<file path="src/rtl/param_seq_divider.sv">
// param_seq_divider: WIDTH-bit restoring divider (one quotient bit per clk, Busy/Rdy handshake, divide-by-zero flag).
// Optional two's-complement mode is built only when PSD_SIGNED_EN is defined.
module param_seq_divider #(
  parameter int WIDTH = 32
) (
  input  logic             clk,
  input  logic             Rst,
  input  logic             Run,
  input  logic [WIDTH-1:0] Dvnd,
  input  logic [WIDTH-1:0] Dvsr,
  input  logic             Signed,
  output logic [WIDTH-1:0] Q,
  output logic [WIDTH-1:0] R,
  output logic             Rdy,
  output logic             Busy,
  output logic             DivZero
);
  localparam int CNT_W = $clog2(WIDTH + 1);
  typedef enum logic [1:0] {IDLE, CALC, FIX, DONE} state_t;
  state_t state, state_nxt;
  logic [CNT_W-1:0] cnt;
  logic [WIDTH-1:0] rem, quo, dvsr;
  logic [WIDTH-1:0] a_mag, b_mag, q_fix, r_fix;
  logic [WIDTH:0] shifted, trial;
  logic zero, zero_in, accept, ge;
`ifdef PSD_SIGNED_EN
  logic a_neg, b_neg, neg_q, neg_r;
  assign a_neg = Signed & Dvnd[WIDTH-1];
  assign b_neg = Signed & Dvsr[WIDTH-1];
  assign a_mag = a_neg ? -Dvnd : Dvnd;
  assign b_mag = b_neg ? -Dvsr : Dvsr;
  assign q_fix = neg_q ? -quo : quo;
  assign r_fix = neg_r ? -rem : rem;
  always_ff @(posedge clk or posedge Rst)
    if (Rst) begin
      neg_q <= 1'b0;
      neg_r <= 1'b0;
    end else if (accept) begin
      neg_q <= a_neg ^ b_neg;
      neg_r <= a_neg;
    end
`else
  logic unused_signed;
  assign unused_signed = Signed;
  assign a_mag = Dvnd;
  assign b_mag = Dvsr;
  assign q_fix = quo;
  assign r_fix = rem;
`endif
  assign accept  = Run && (state == IDLE || state == DONE);
  assign zero_in = (Dvsr == '0);
  assign shifted = {rem, quo[WIDTH-1]};
  assign ge      = shifted >= {1'b0, dvsr};
  assign trial   = shifted - {1'b0, dvsr};
  always_ff @(posedge clk or posedge Rst)
    if (Rst) state <= IDLE;
    else state <= state_nxt;
  always_comb begin
    state_nxt = state;
    if (accept) state_nxt = zero_in ? FIX : CALC;
    else if (state == CALC) state_nxt = (cnt == CNT_W'(1)) ? FIX : CALC;
    else if (state == FIX) state_nxt = DONE;
  end
  // On divide-by-zero quo keeps the raw dividend so FIX can return it as R.
  always_ff @(posedge clk or posedge Rst)
    if (Rst) begin
      cnt     <= '0;
      rem     <= '0;
      quo     <= '0;
      dvsr    <= '0;
      zero    <= 1'b0;
      Q       <= '0;
      R       <= '0;
      Rdy     <= 1'b0;
      Busy    <= 1'b0;
      DivZero <= 1'b0;
    end else if (accept) begin
      cnt     <= CNT_W'(WIDTH);
      rem     <= '0;
      quo     <= zero_in ? Dvnd : a_mag;
      dvsr    <= b_mag;
      zero    <= zero_in;
      Rdy     <= 1'b0;
      Busy    <= 1'b1;
      DivZero <= 1'b0;
    end else if (state == CALC) begin
      cnt <= cnt - CNT_W'(1);
      rem <= ge ? trial[WIDTH-1:0] : shifted[WIDTH-1:0];
      quo <= {quo[WIDTH-2:0], ge};
    end else if (state == FIX) begin
      Q       <= zero ? '1 : q_fix;
      R       <= zero ? quo : r_fix;
      DivZero <= zero;
      Rdy     <= 1'b1;
      Busy    <= 1'b0;
    end
endmodule

</file>
<file path="config.mk">
export PLATFORM = sky130hd
export DESIGN_NAME = param_seq_divider
export DESIGN_NICKNAME = d
export VERILOG_FILES = /design/src/rtl/param_seq_divider.sv
export SDC_FILE = /design/constraint.sdc
export NUM_CORES = 1
export LEC_CHECK = 0
export CORE_ASPECT_RATIO = 0.75
export CORE_UTILIZATION = 47
export CTS_BUF_LIST = sky130_fd_sc_hd__clkbuf_4 sky130_fd_sc_hd__clkbuf_8
export DETAILED_ROUTE_END_ITERATION = 8
export GPL_TIMING_DRIVEN = 0
export PLACE_DENSITY = 0.67
export REMOVE_ABC_BUFFERS = 1
export SKIP_CTS_REPAIR_TIMING = 1
export SYNTH_ARGS = -nofsm -noshare
export SYNTH_HDL_FRONTEND = slang
export SYNTH_SLANG_ARGS = --single-unit
</file>
<file path="constraint.sdc">
create_clock -name clk -period 12 [get_ports clk]
set_clock_uncertainty 0.2 [all_clocks]
set_input_delay 2.4 -clock clk [delete_from_list [all_inputs] [get_ports clk]]
set_output_delay 2.4 -clock clk [all_outputs]
set_load 0.05 [all_outputs]
</file>
---- Word-level counts from Yosys, hierarchy flattened ----
Cells that the tools add are included.
word-level totals
  register bits after elaboration ......... 172
  output and inout bits ................... 67
  logic and storage cells ................. 53
operators by class
  bitwise gates (word level) .............. 2
  eq/ne operators ......................... 5
  reductions and logical operators ........ 9
  muxes and demuxes ....................... 23
  $lt $le $gt $ge ......................... 1
  add/sub/neg operators ................... 2
operators with widths
  operator                                             count
  two-way mux 32 bit                                   7
  greater-or-equal comparator 33 x 32 -> 1 bit         1
  zero test 32 bit                                     1
  subtractor 32 bit                                    1
  two-way mux 6 bit                                    2
  two-way mux 2 bit                                    5
  two-way mux 1 bit                                    9
  equality test 6 x 1 -> 1 bit, second input constant  1
  subtractor 6 x 1 -> 6 bit, second input constant     1
  equality test 2 bit, second input constant           2
  nonzero test 2 bit                                   2
  AND reduction 3 bit                                  1
  nonzero test 3 bit                                   1
  equality test 2 x 1 -> 1 bit, second input constant  1
  zero test 2 bit                                      1
  != test 2 bit, second input constant                 1
  NOT 1 bit                                            2
  AND reduction 2 bit                                  1
  logical AND 1 bit                                    1
  logical OR 1 bit                                     1

---- Logic depth before layout (Yosys ltp) ----
  depth in word-level cells ............... 5
  mapped depth ............................ 14

---- Worst setup path after synthesis ----
No wires, ideal clock.
  kind .................................... in2reg
  from .................................... in Dvsr[8]
  to ...................................... reg state[1]
  data arrival time ....................... 3440 ps
  library setup time ...................... 82 ps
  stages on the path ...................... 4
  path buffers ............................ 0
  required time ........................... 11718 ps
  path slack .............................. 8278 ps
  cell sequence ........................... or4_1 > nor4_1 > nor2_1 > a31oi_1
on the way
  longest elaborated chain between the ends .. 3
ends and longest elaborated chain
  element                          RTL line  RTL
  start, declared                  10        input logic [WIDTH-1:0] Dvsr,
  zero test 32 bit                 51        assign zero_in = (Dvsr == '0);
  two-way mux 2 bit (2 in series)  60        if (accept) state_nxt = zero_in ? FIX : CALC;
  end signal, assigned             57        else state <= state_nxt;
  end, declared                    20        state_t state, state_nxt;
Every way passes these cells.
A chain may end at the register's enable or synchronous reset.

---- Worst setup path after layout ----
  from .................................... in Run
  to ...................................... reg state[1]
on the way
  longest elaborated chain between the ends .. 2
ends and longest elaborated chain
  element                                                                   RTL line  RTL
  start, declared                                                           8         input logic Run,
  logical AND 1 bit (*)                                                     50        assign accept = Run && (state == IDLE || state == DONE);
  nonzero test 3 bit (no line) / two-way mux 2 bit (equally long branches)  -
Mark *: on every way between the ends. The rest lies on a longest branch, timed or not.

==> out/results.ini <==
[status]
status=complete, no violations

[logic_synthesis]
synth_cell_type_count=61
avgSynthCellArea_um2=9.14
ys_async_sr_fraction_pct=100
synth_ff_type=dfrtp_1
synth-warning-count=0
synth_seq_cells=172
yosysTopAreaCell=dfrtp_1
synth_top_cell_area_share_pct=45.9
synth_cells=1027
synth_seq_area_share_pct=45.9
synth_area_leaders=dfrtp_1, mux2i_1, a21oi_1
synth_edf_count=0
syn_area_um2=9390

[layout]
drive_gt1_share_pct=6.15
fillCellCount=1773
multiInputGateArea_um2=4660
area_growth_pct=21.3
seq_area_um2=4310
nNetsFinal=1230
layout.cells.non_filler=1391
final_cell_mix=dfrtp_1, clkdlybuf4s50_1, nor2_1
diodes=0
layout_commonest_cell=dfrtp_1
final_util_pct=58.6

[global_routing]
antenna_found_initial=0
grt_overflow=0
grt_use_total_pct=23.1
grt_max_degree=96
grt_pass1_wl_um=37700
grt_pass1_vias=7299

[die]
start_util_pct=48.3
die_y_um=124
die_x_um=165
die-area_um2=20500
rows=44
core_area_um2=19400
io-pin-count=135

[placed_design]
place_ws_ns=7.05
dp.cells=1359
io_buffer_count=133
hpwl_um=15200
place.gp.congestion=0.855

[power_and_ir_drop]
cellPowerDensity_nw_per_um2=312
ir_worst_vdd_uv=144
p_leak_nw=5.03

[drt]
vias_per_cell=5.42
vias=7546
drc=0
firstDrtPassIters=4
drt.antenna.violating_nets=0
drt_iter0_markers=609
drt-total-wl_um=22500
wl_per_cell_um=16.1

[cts]
cts_buffers=17
clkTransAtPathRegs_ns=0.09
numClockSinks=172
cts_tree=built
clockRootBuffer=clkbuf_8
clock_latency_ns=0.47
clockBufferDepth=2
cts-htree-levels=4

[critical_path]
crit_required_ns=12.17
start_kind=input port
cp_max_fo=38
arrival_ns=4.64
critical_path.endpoint_type=register
critical_path_class=in -> reg
ff2ff_setup_slack_ns=8.33

[timing]
rsz0062_at_grt=no
maxSlewHeadroom_pct=13.2
fmaxAchievable_ghz=0.223
period_needed_ns=4.48
final-setup-viol-count=0
period_share_pct=37.3
hold_viol=0
setup_ws_ns=7.52
maxSlewViolCount=0
finalSetupTns_ns=0
worstMarginPinSlew_ns=1.30

[hold_path]
hold_path_class=reg -> reg

[flow_run]
maxCapViolations=0

==> kinds of logic after synthesis <==
family,after synthesis,share of synthesized area (%)
compound gates,294,18.1
xor+xnor,29,2.71
fa+ha+maj,37,5.01
buf+inv,104,4.73
flops,172,45.9
mux,86,9.17
simple gates,305,14.5
==> cells in the mapped netlist (3+ instances only) <==
library cell / number
a211o_1: 3
a211oi_1: 3
a21o_1: 7
a21oi_1: 121
a21oi_2: 5
a31oi_1: 10
and2_1: 3
and2b_1: 3
and3_1: 4
buf_1: 6
clkbuf_1: 48
dfrtp_1: 172
ha_1: 36
inv_1: 43
mux2i_1: 86
nand2_1: 102
nand2b_1: 7
nand3_1: 14
nand4_1: 5
nor2_1: 131
nor2b_1: 5
nor3_1: 4
nor4_1: 10
o211ai_1: 3
o21a_1: 5
o21ai_0: 104
o21ai_1: 10
o31ai_1: 3
or3_1: 5
xnor2_1: 13
xor2_1: 16
==> through the flow <==
stage                     area, um2  power (W)  hold slack, ns
after CTS                     11400    0.00356           0.297
final                         11400    0.00355           0.296
after global routing          11400    0.00386           0.326
after detailed placement      11000    0.00310           0.278
after floorplan                9110    0.00259           0.252
after global placement        10800    0.00304           0.270
==> state kept, by name (all words and copies together), names as in the netlist <==
| name | cells |
|---|---|
| Q | 32 |
| R | 32 |
| dvsr | 32 |
| q_fix | 32 |
| r_fix | 32 |
| cnt | 6 |
| state | 2 |
| Busy | 1 |
| DivZero | 1 |
| Rdy | 1 |
| zero | 1 |
==> where the power goes <==
group | internal (W) | total [W] | switching (W)
sequential | 0.000808 | 0.000989 | 0.000182
combinational | 0.000900 | 0.00211 | 0.00121
clock | 0.000222 | 0.000446 | 0.000225
==> worst max-delay path, cell delays in order <==
cell and delay (ns):
clkdlybuf4s50_1 0.47, nand2_1 0.74, nor4_1 0.73, nor2_1 0.10, a31oi_1 0.19
==> final cells by class <==
type / instances / area share, %
clock buffer: 20 / 2.36
inverter: 44 / 1.52
timing repair buffer: 139 / 13.1
multi-input combinational: 751 / 41.0
clock inverter: 12 / 1.41
sequential: 172 / 37.9
tap: 253 / 2.78
==> worst paths after layout <==
| path | start | end | cells after the start |
|---|---|---|---|
| setup / recovery | Run | state[1]$_DFFE_PP0P_ | 5 |
| hold reg to reg | dvsr[0]$_DFFE_PP0P_ | dvsr[0]$_DFFE_PP0P_ | 2 |
| max in group asynchronous | Rst | zero$_DFFE_PP0P_ | 3 |
| setup reg to reg | r_fix[7]$_DFFE_PP0P_ | r_fix[22]$_DFFE_PP0P_ | 11 |
| hold / removal | dvsr[0]$_DFFE_PP0P_ | dvsr[0]$_DFFE_PP0P_ | 2 |
| min in group asynchronous | Rst | Q[2]$_DFFE_PP0P_ | 2 |
==> layer usage <==
layer	up-vias	global-route usage [%]	wire length, um
met2	163	33.8	9760
met5	-	0	0
met4	0	5.23	221
met1	3599	34.6	11400
met3	18	4.80	1110
li1	3766	-	-
Note: power is estimated with default switching activity, not from simulation.
